--- config.mk ---
export PLATFORM = sky130hd
export DESIGN_NAME = control_unit
export DESIGN_NICKNAME = d
export VERILOG_FILES = /design/src/rtl/control_unit.sv
export SDC_FILE = /design/constraint.sdc
export NUM_CORES = 1
export LEC_CHECK = 0
export BUFFER_PORTS_ARGS = -buffer_cell sky130_fd_sc_hd__buf_2
export CORE_ASPECT_RATIO = 1.5
export CORE_MARGIN = 4
export CORE_UTILIZATION = 35
export CTS_CLUSTER_DIAMETER = 80
export DETAILED_ROUTE_END_ITERATION = 10
export PLACE_DENSITY = 0.65
export SLEW_MARGIN = 25
export SYNTH_ARGS = -nofsm -noshare
export SYNTH_HDL_FRONTEND = slang
export SYNTH_SLANG_ARGS = --single-unit
export TNS_END_PERCENT = 100
--- constraint.sdc ---
create_clock -name CLK -period 2.2 [get_ports CLK]
set_input_delay 0.33 -clock CLK [delete_from_list [all_inputs] [get_ports CLK]]
set_output_delay 0.33 -clock CLK [all_outputs]
set_load 0.02 [all_outputs]
--- src/rtl/control_unit.sv ---
// Multi-cycle fetch/decode/execute sequencer driving the data unit's control strobes.
// Optional macro SINGLE_STEP_EN adds a STEP input that gates each instruction fetch.
module control_unit #(
    parameter logic [3:0] ALU_PASS_A = 4'b1110,
    parameter logic [3:0] ALU_PASS_B = 4'b1111,
    parameter int         RAM_STACK  = 1
) (
    input  logic       CLK,
    input  logic       RESET,
    input  logic [4:0] OPCODE,
    input  logic [7:0] STATUS,
    input  logic [2:0] STATUS_SEL,
`ifdef SINGLE_STEP_EN
    input  logic       STEP,
`endif
    output logic [3:0] ALU_OPERATION,
    output logic       INC_PROGCOUNT,
    output logic       CLR_PROGCOUNT,
    output logic       WRITE_PROGCOUNT,
    output logic       READ_PROGCOUNT,
    output logic       WRITE_INSTREG,
    output logic       WRITE_REGS,
    output logic       USE_IMMEDIATE,
    output logic       USE_DISPLACEMENT,
    output logic       WRITE_MEM,
    output logic       READ_MEM,
    output logic       WRITE_MEMADDR,
    output logic       WRITE_STATREG,
    output logic       CLR_STATBIT,
    output logic       SET_STATBIT,
    output logic       PRESET_STACKPTR,
    output logic       INC_STACKPTR,
    output logic       DEC_STACKPTR,
    output logic       READ_STACKPTR,
    output logic       HALTED
);

    typedef enum logic [1:0] {
        ST_INIT  = 2'd0,
        ST_FETCH = 2'd1,
        ST_EXEC  = 2'd2,
        ST_HALT  = 2'd3
    } state_t;

    localparam logic [4:0] OP_HALT = 5'b00001;
    localparam logic [4:0] OP_MOV  = 5'b00010;
    localparam logic [4:0] OP_LDI  = 5'b00011;
    localparam logic [4:0] OP_LD   = 5'b00100;
    localparam logic [4:0] OP_ST   = 5'b00101;
    localparam logic [4:0] OP_JMP  = 5'b10000;
    localparam logic [4:0] OP_BRS  = 5'b10001;
    localparam logic [4:0] OP_BRC  = 5'b10010;
    localparam logic [4:0] OP_SETB = 5'b10011;
    localparam logic [4:0] OP_CLRB = 5'b10100;
    localparam logic [4:0] OP_CALL = 5'b10101;
    localparam logic [4:0] OP_RET  = 5'b10110;

    localparam logic STACK_ON = (RAM_STACK != 0);

    state_t     state_q, state_d;
    logic [1:0] step_q, step_d;
    logic       last_s;
    logic       bit_s;

    // State and microstep registers.
    always_ff @(posedge CLK or posedge RESET) begin
        if (RESET) begin
            state_q <= ST_INIT;
            step_q  <= 2'd0;
        end else begin
            state_q <= state_d;
            step_q  <= step_d;
        end
    end

    // Next-state logic and strobe decode from {state, step, OPCODE, STATUS}.
    always_comb begin
        state_d          = state_q;
        step_d           = step_q;
        last_s           = 1'b1;
        bit_s            = STATUS[STATUS_SEL];
        ALU_OPERATION    = 4'd0;
        INC_PROGCOUNT    = 1'b0;
        CLR_PROGCOUNT    = 1'b0;
        WRITE_PROGCOUNT  = 1'b0;
        READ_PROGCOUNT   = 1'b0;
        WRITE_INSTREG    = 1'b0;
        WRITE_REGS       = 1'b0;
        USE_IMMEDIATE    = 1'b0;
        USE_DISPLACEMENT = 1'b0;
        WRITE_MEM        = 1'b0;
        READ_MEM         = 1'b0;
        WRITE_MEMADDR    = 1'b0;
        WRITE_STATREG    = 1'b0;
        CLR_STATBIT      = 1'b0;
        SET_STATBIT      = 1'b0;
        PRESET_STACKPTR  = 1'b0;
        INC_STACKPTR     = 1'b0;
        DEC_STACKPTR     = 1'b0;
        READ_STACKPTR    = 1'b0;
        HALTED           = 1'b0;
        // Reset masks every strobe, including the INIT ones, while it is held.
        if (RESET) begin
            state_d = ST_INIT;
            step_d  = 2'd0;
        end else begin
            case (state_q)
                ST_INIT: begin
                    CLR_PROGCOUNT   = 1'b1;
                    PRESET_STACKPTR = 1'b1;
                    state_d         = ST_FETCH;
                end
                ST_FETCH: begin
`ifdef SINGLE_STEP_EN
                    if (STEP) begin
                        WRITE_INSTREG = 1'b1;
                        INC_PROGCOUNT = 1'b1;
                        state_d       = ST_EXEC;
                        step_d        = 2'd0;
                    end else begin
                        state_d = ST_FETCH;
                    end
`else
                    WRITE_INSTREG = 1'b1;
                    INC_PROGCOUNT = 1'b1;
                    state_d       = ST_EXEC;
                    step_d        = 2'd0;
`endif
                end
                ST_EXEC: begin
                    casez (OPCODE)
                        OP_MOV: begin
                            ALU_OPERATION = ALU_PASS_B;
                            WRITE_REGS    = 1'b1;
                        end
                        OP_LDI: begin
                            ALU_OPERATION = ALU_PASS_B;
                            USE_IMMEDIATE = 1'b1;
                            WRITE_REGS    = 1'b1;
                        end
                        OP_LD, OP_ST: begin
                            last_s = (step_q == 2'd1);
                            if (step_q == 2'd0) begin
                                ALU_OPERATION = ALU_PASS_B;
                                WRITE_MEMADDR = 1'b1;
                            end else if (OPCODE == OP_LD) begin
                                READ_MEM   = 1'b1;
                                WRITE_REGS = 1'b1;
                            end else begin
                                ALU_OPERATION = ALU_PASS_A;
                                WRITE_MEM     = 1'b1;
                            end
                        end
                        5'b01???: begin
                            ALU_OPERATION = {1'b0, OPCODE[2:0]};
                            WRITE_REGS    = 1'b1;
                            WRITE_STATREG = 1'b1;
                        end
                        OP_JMP, OP_BRS, OP_BRC: begin
                            if ((OPCODE == OP_JMP) || ((OPCODE == OP_BRS) && bit_s) ||
                                ((OPCODE == OP_BRC) && !bit_s)) begin
                                ALU_OPERATION   = ALU_PASS_B;
                                USE_IMMEDIATE   = 1'b1;
                                WRITE_PROGCOUNT = 1'b1;
                            end else begin
                                ALU_OPERATION = 4'd0;
                            end
                        end
                        OP_SETB: SET_STATBIT = 1'b1;
                        OP_CLRB: CLR_STATBIT = 1'b1;
                        OP_CALL, OP_RET: begin
                            // With the stack disabled both fall through as a one-cycle NOP.
                            if (STACK_ON) begin
                                last_s = (step_q == 2'd2);
                                case (step_q)
                                    2'd0: begin
                                        INC_STACKPTR  = (OPCODE == OP_RET);
                                        READ_STACKPTR = (OPCODE == OP_CALL);
                                        WRITE_MEMADDR = (OPCODE == OP_CALL);
                                    end
                                    2'd1: begin
                                        if (OPCODE == OP_CALL) begin
                                            READ_PROGCOUNT = 1'b1;
                                            WRITE_MEM      = 1'b1;
                                            DEC_STACKPTR   = 1'b1;
                                        end else begin
                                            READ_STACKPTR = 1'b1;
                                            WRITE_MEMADDR = 1'b1;
                                        end
                                    end
                                    default: begin
                                        WRITE_PROGCOUNT = 1'b1;
                                        if (OPCODE == OP_CALL) begin
                                            ALU_OPERATION = ALU_PASS_B;
                                            USE_IMMEDIATE = 1'b1;
                                        end else begin
                                            READ_MEM = 1'b1;
                                        end
                                    end
                                endcase
                            end else begin
                                last_s = 1'b1;
                            end
                        end
                        default: last_s = 1'b1;
                    endcase
                    if (OPCODE == OP_HALT) begin
                        state_d = ST_HALT;
                        step_d  = 2'd0;
                    end else if (last_s) begin
                        state_d = ST_FETCH;
                        step_d  = 2'd0;
                    end else begin
                        step_d = step_q + 2'd1;
                    end
                end
                ST_HALT: HALTED = 1'b1;
                default: state_d = ST_INIT;
            endcase
        end
    end

endmodule

==> metrics.md <==
| Metric | Value |
|---|---|
| Cell Area, Placed | 0.001197 mm2 |
| Worst skew pair latency | 0.23 ns |
| Total GRT Usage | 15.37% |
| Clock skew | 0.0001789 ns |
| Drt total wl | 2795 um |
| Psw | 130.1 uW |
| Grt ovf | 0 |
| Hold Crit Class | input port to asynchronous set/reset pin |
| Die Y-Extent | 71.50 um |
| I/O Pins | 41 |
| Power per cell area | 262.9 mW/mm2 |
| Startpoint types | register |
| Worst setup EP type | primary output |
| Layout cells sized above 1 | 46.01% |
| Synth Area per Inst | 7.650 um2 |
| Comb power frac | 50.1% |
| Final #Nets | 190 |
| Cell area after layout | 0.001300 mm2 |
| Unrepaired setup endpoints after global routing | true |
| Initial antenna violation count | 0 |
| Routed Antenna Nets | 0 |
| Place WS | -0.03361 ns |
| Syn Nets | 148 |
| Port Buffers | 39 |
| CP Max Fanout | 5 |
| Commonest cells after routing, fill and taps aside | buf_2, buf_4, nor2b_1, nor3_1, inv_1 |
| Worst R2R Path Depth | 7 |
| Clock Tree Root | clkbuf_4 |
| Vias | 1098 |
| First-pass DRT Iterations | 4 |
| Crit Path Class | register to primary output |
| Antenna Cells | 0 |
| CTS tree | yes |
| Vias in the first global route | 1098 |
| Peak supply drop | 0.2948 mV |
| Lkg Pwr | 0.0006066 uW |
| Async set-reset flop share out of synthesis | 100.0% |
| Wl on met1 | 1033 um |
| Max-Cap Viols | 0 |
| Max Used Layer | met4 |
| Failing checks | setup timing |
| Deepest clock path buffer count | 2 |
| Routed wl met2 | 1601 um |
| Netlist cell types | 48 |
| Num CTS Buffers | 3 |
| Highest Clock Rate | 425.1 MHz |
| Share of the yosys chip area belonging to registers | 10.64% |
| Clock network fraction of total power | 25.4% |
| Post-synth EDFFs | 0 |
| Commonest non-fill, non-tap cell in the layout | buf_2 |
| Row cnt | 22 |
| Initial DRC Count | 31 |
| Reg2Reg Setup Slack | 0.53 ns |
| Pint | 211.7 uW |
| Final period demand of the worst path | 2.353 ns |
| Final Hold Violating Endpoints | 0 |
| FF-to-FF End | step_q[0]$_DFFE_PP0P_ |
| Final Max Slew Viols | 0 |
| Ys flop type | dfrtp_1 |
| CP required | 1.87 ns |
| Mapped Cells | 123 |
| Met3 WL | 116 um |
| Htree depth | 1 |
| Global-route wire length before repair | 4519 um |
| HPWL after detailed placement | 2283 um |
| Routability Congestion | 0.8504 |
| Vias per cell | 5.518 |
| Tcrit/Tclk final | 106.9% |
| Critical R2R Launch | step_q[1]$_DFFE_PP0P_ |
| Setup violators final | 5 |
| Mapped cell area | 940.9 um2 |
| Core area | 0.002505 mm2 |
| Total power | 341.8 uW |
| Die area | 0.003599 mm2 |
| Sinks on Clock Net | 4 |
| Sw Share | 38.07% |
| Starting Density | 37.56% |
| Seq cells post-synth | 4 |
| Wirelength per Cell | 14.05 um |
| Crit path DAT | 2.02 ns |
| Largest net degree at the start of global routing | 20 |
| Status | complete, but fails checks |
| Flop pwr share | 24.5% |
| Setup ws final | -0.1526 ns |
| Drt drc | 0 |
| Synthesis Warnings | 0 |
| Die Wd | 50.34 um |
| Area Overhead vs Synth | 38.17% |
| # hold bufs at CTS | 0 |
| Reg clk slew, reported paths | 0.03 ns |
==> synth_stat cells, types with 2 or more instances <==
cell type   n  area, um2
a211o_1     2      17.52
a21o_1      2      15.01
a21oi_1     8      40.04
a31oi_1     2      12.51
and3_1      5      31.28
buf_2       3      15.01
buf_4       4      30.03
clkbuf_1    5      18.77
dfrtp_1     4      100.1
ha_1        7      87.58
inv_1      10      37.54
mux2i_1     2      20.02
nand2_1     5      18.77
nand2b_1    3      18.77
nand4bb_1   2      22.52
nor2_1      6      22.52
nor2b_1     7      43.79
nor3_1      8      40.04
nor3b_1     2      15.01
nor4_1      2      12.51
o211ai_1    3      22.52
o21ai_0     5      25.02
==> sequential cells by signal (all words and copies together) (netlist names) <==
name and count:
state_q 2, step_q 2
==> how the worst max path moves through the flow <==
| stage | endpoint | cells after the start | slack (ns) | startpoint |
|---|---|---|---|---|
| global placement | ALU_OPERATION[2] | 6 | 0.01 | STATUS_SEL[0] |
| global route | ALU_OPERATION[0] | 7 | -0.26 | step_q[0]$_DFFE_PP0P_ |
| floorplan | ALU_OPERATION[2] | 7 | -0.03 | step_q[0]$_DFFE_PP0P_ |
| CTS | ALU_OPERATION[1] | 7 | -0.17 | step_q[0]$_DFFE_PP0P_ |
| finish | ALU_OPERATION[1] | 7 | -0.15 | step_q[1]$_DFFE_PP0P_ |
| detailed placement | ALU_OPERATION[2] | 6 | -0.03 | STATUS_SEL[0] |
==> cell type report <==
class | instances | area (um2)
flip-flops and latches | 4 | 100.1
inverters | 10 | 37.54
multi-input cells | 95 | 784.5
clock buffers | 3 | 22.52
well taps | 36 | 45.04
fillers | 255 | 1205
repair buffers | 51 | 310.3
==> per-stage QoR <==
stage | utilization [%] | hold WS (ns) | setup TNS (ns) | instances
3_3_place_gp | 47.80 | 0.2951 | 0 | 194
5_1_grt | 51.90 | 0.07512 | -1.283 | 199
4_1_cts | 50.60 | 0.05485 | -0.7720 | 199
6_report | 51.90 | 0.06688 | -0.6875 | 199
2_1_floorplan | - | 0.2895 | -0.1476 | 123
3_5_place_dp | 47.80 | 0.3015 | -0.05856 | 194
==> routing by layer <==
layer | global-route usage, % | up-vias
li1 | - | 526
met1 | 15.14 | 540
met2 | 29.94 | 26
met3 | 2.079 | 6
met4 | 8.084 | 0
met5 | 0 | -
==> logic make-up after synthesis <==
kind of cell / share of synthesized area (%)
buffers and inverters: 12.50
adder cells (fa/ha/maj): 9.308
AND/OR/NAND/NOR: 31.65
multiplexers: 12.50
AO/OA/AOI/OAI: 23.01
other: 0.3986
flip-flops: 10.64
==> power by group through the flow <==
stage / Sequential (uW) / Clock [uW] / Combinational (uW)
final: 83.7 / 86.8 / 171
after global routing: 84.2 / 94.5 / 187
after CTS: 82.8 / 92.6 / 168
after detailed placement: 83.6 / 0 / 166
after global placement: 83.2 / 0 / 161
after floorplan: 82.2 / 0 / 121
==> critical path, stage by stage (launching register included) <==
cell and delay (ns):
dfrtp_1 0.34, inv_2 0.06, ha_2 0.18, or3b_1 0.34
a211o_1 0.26, mux2_4 0.32, a21oi_2 0.13, buf_4 0.15
==> what timing repair did <==
| item | 4_1_cts | 5_1_grt |
|---|---|---|
| gates resized for setup | 11 | 8 |
| pin swaps | 6 | 2 |
| setup buffers | 2 | 0 |
| setup endpoints to repair | 6 | 8 |
No activity file was read; power rests on OpenSTA's default activity.
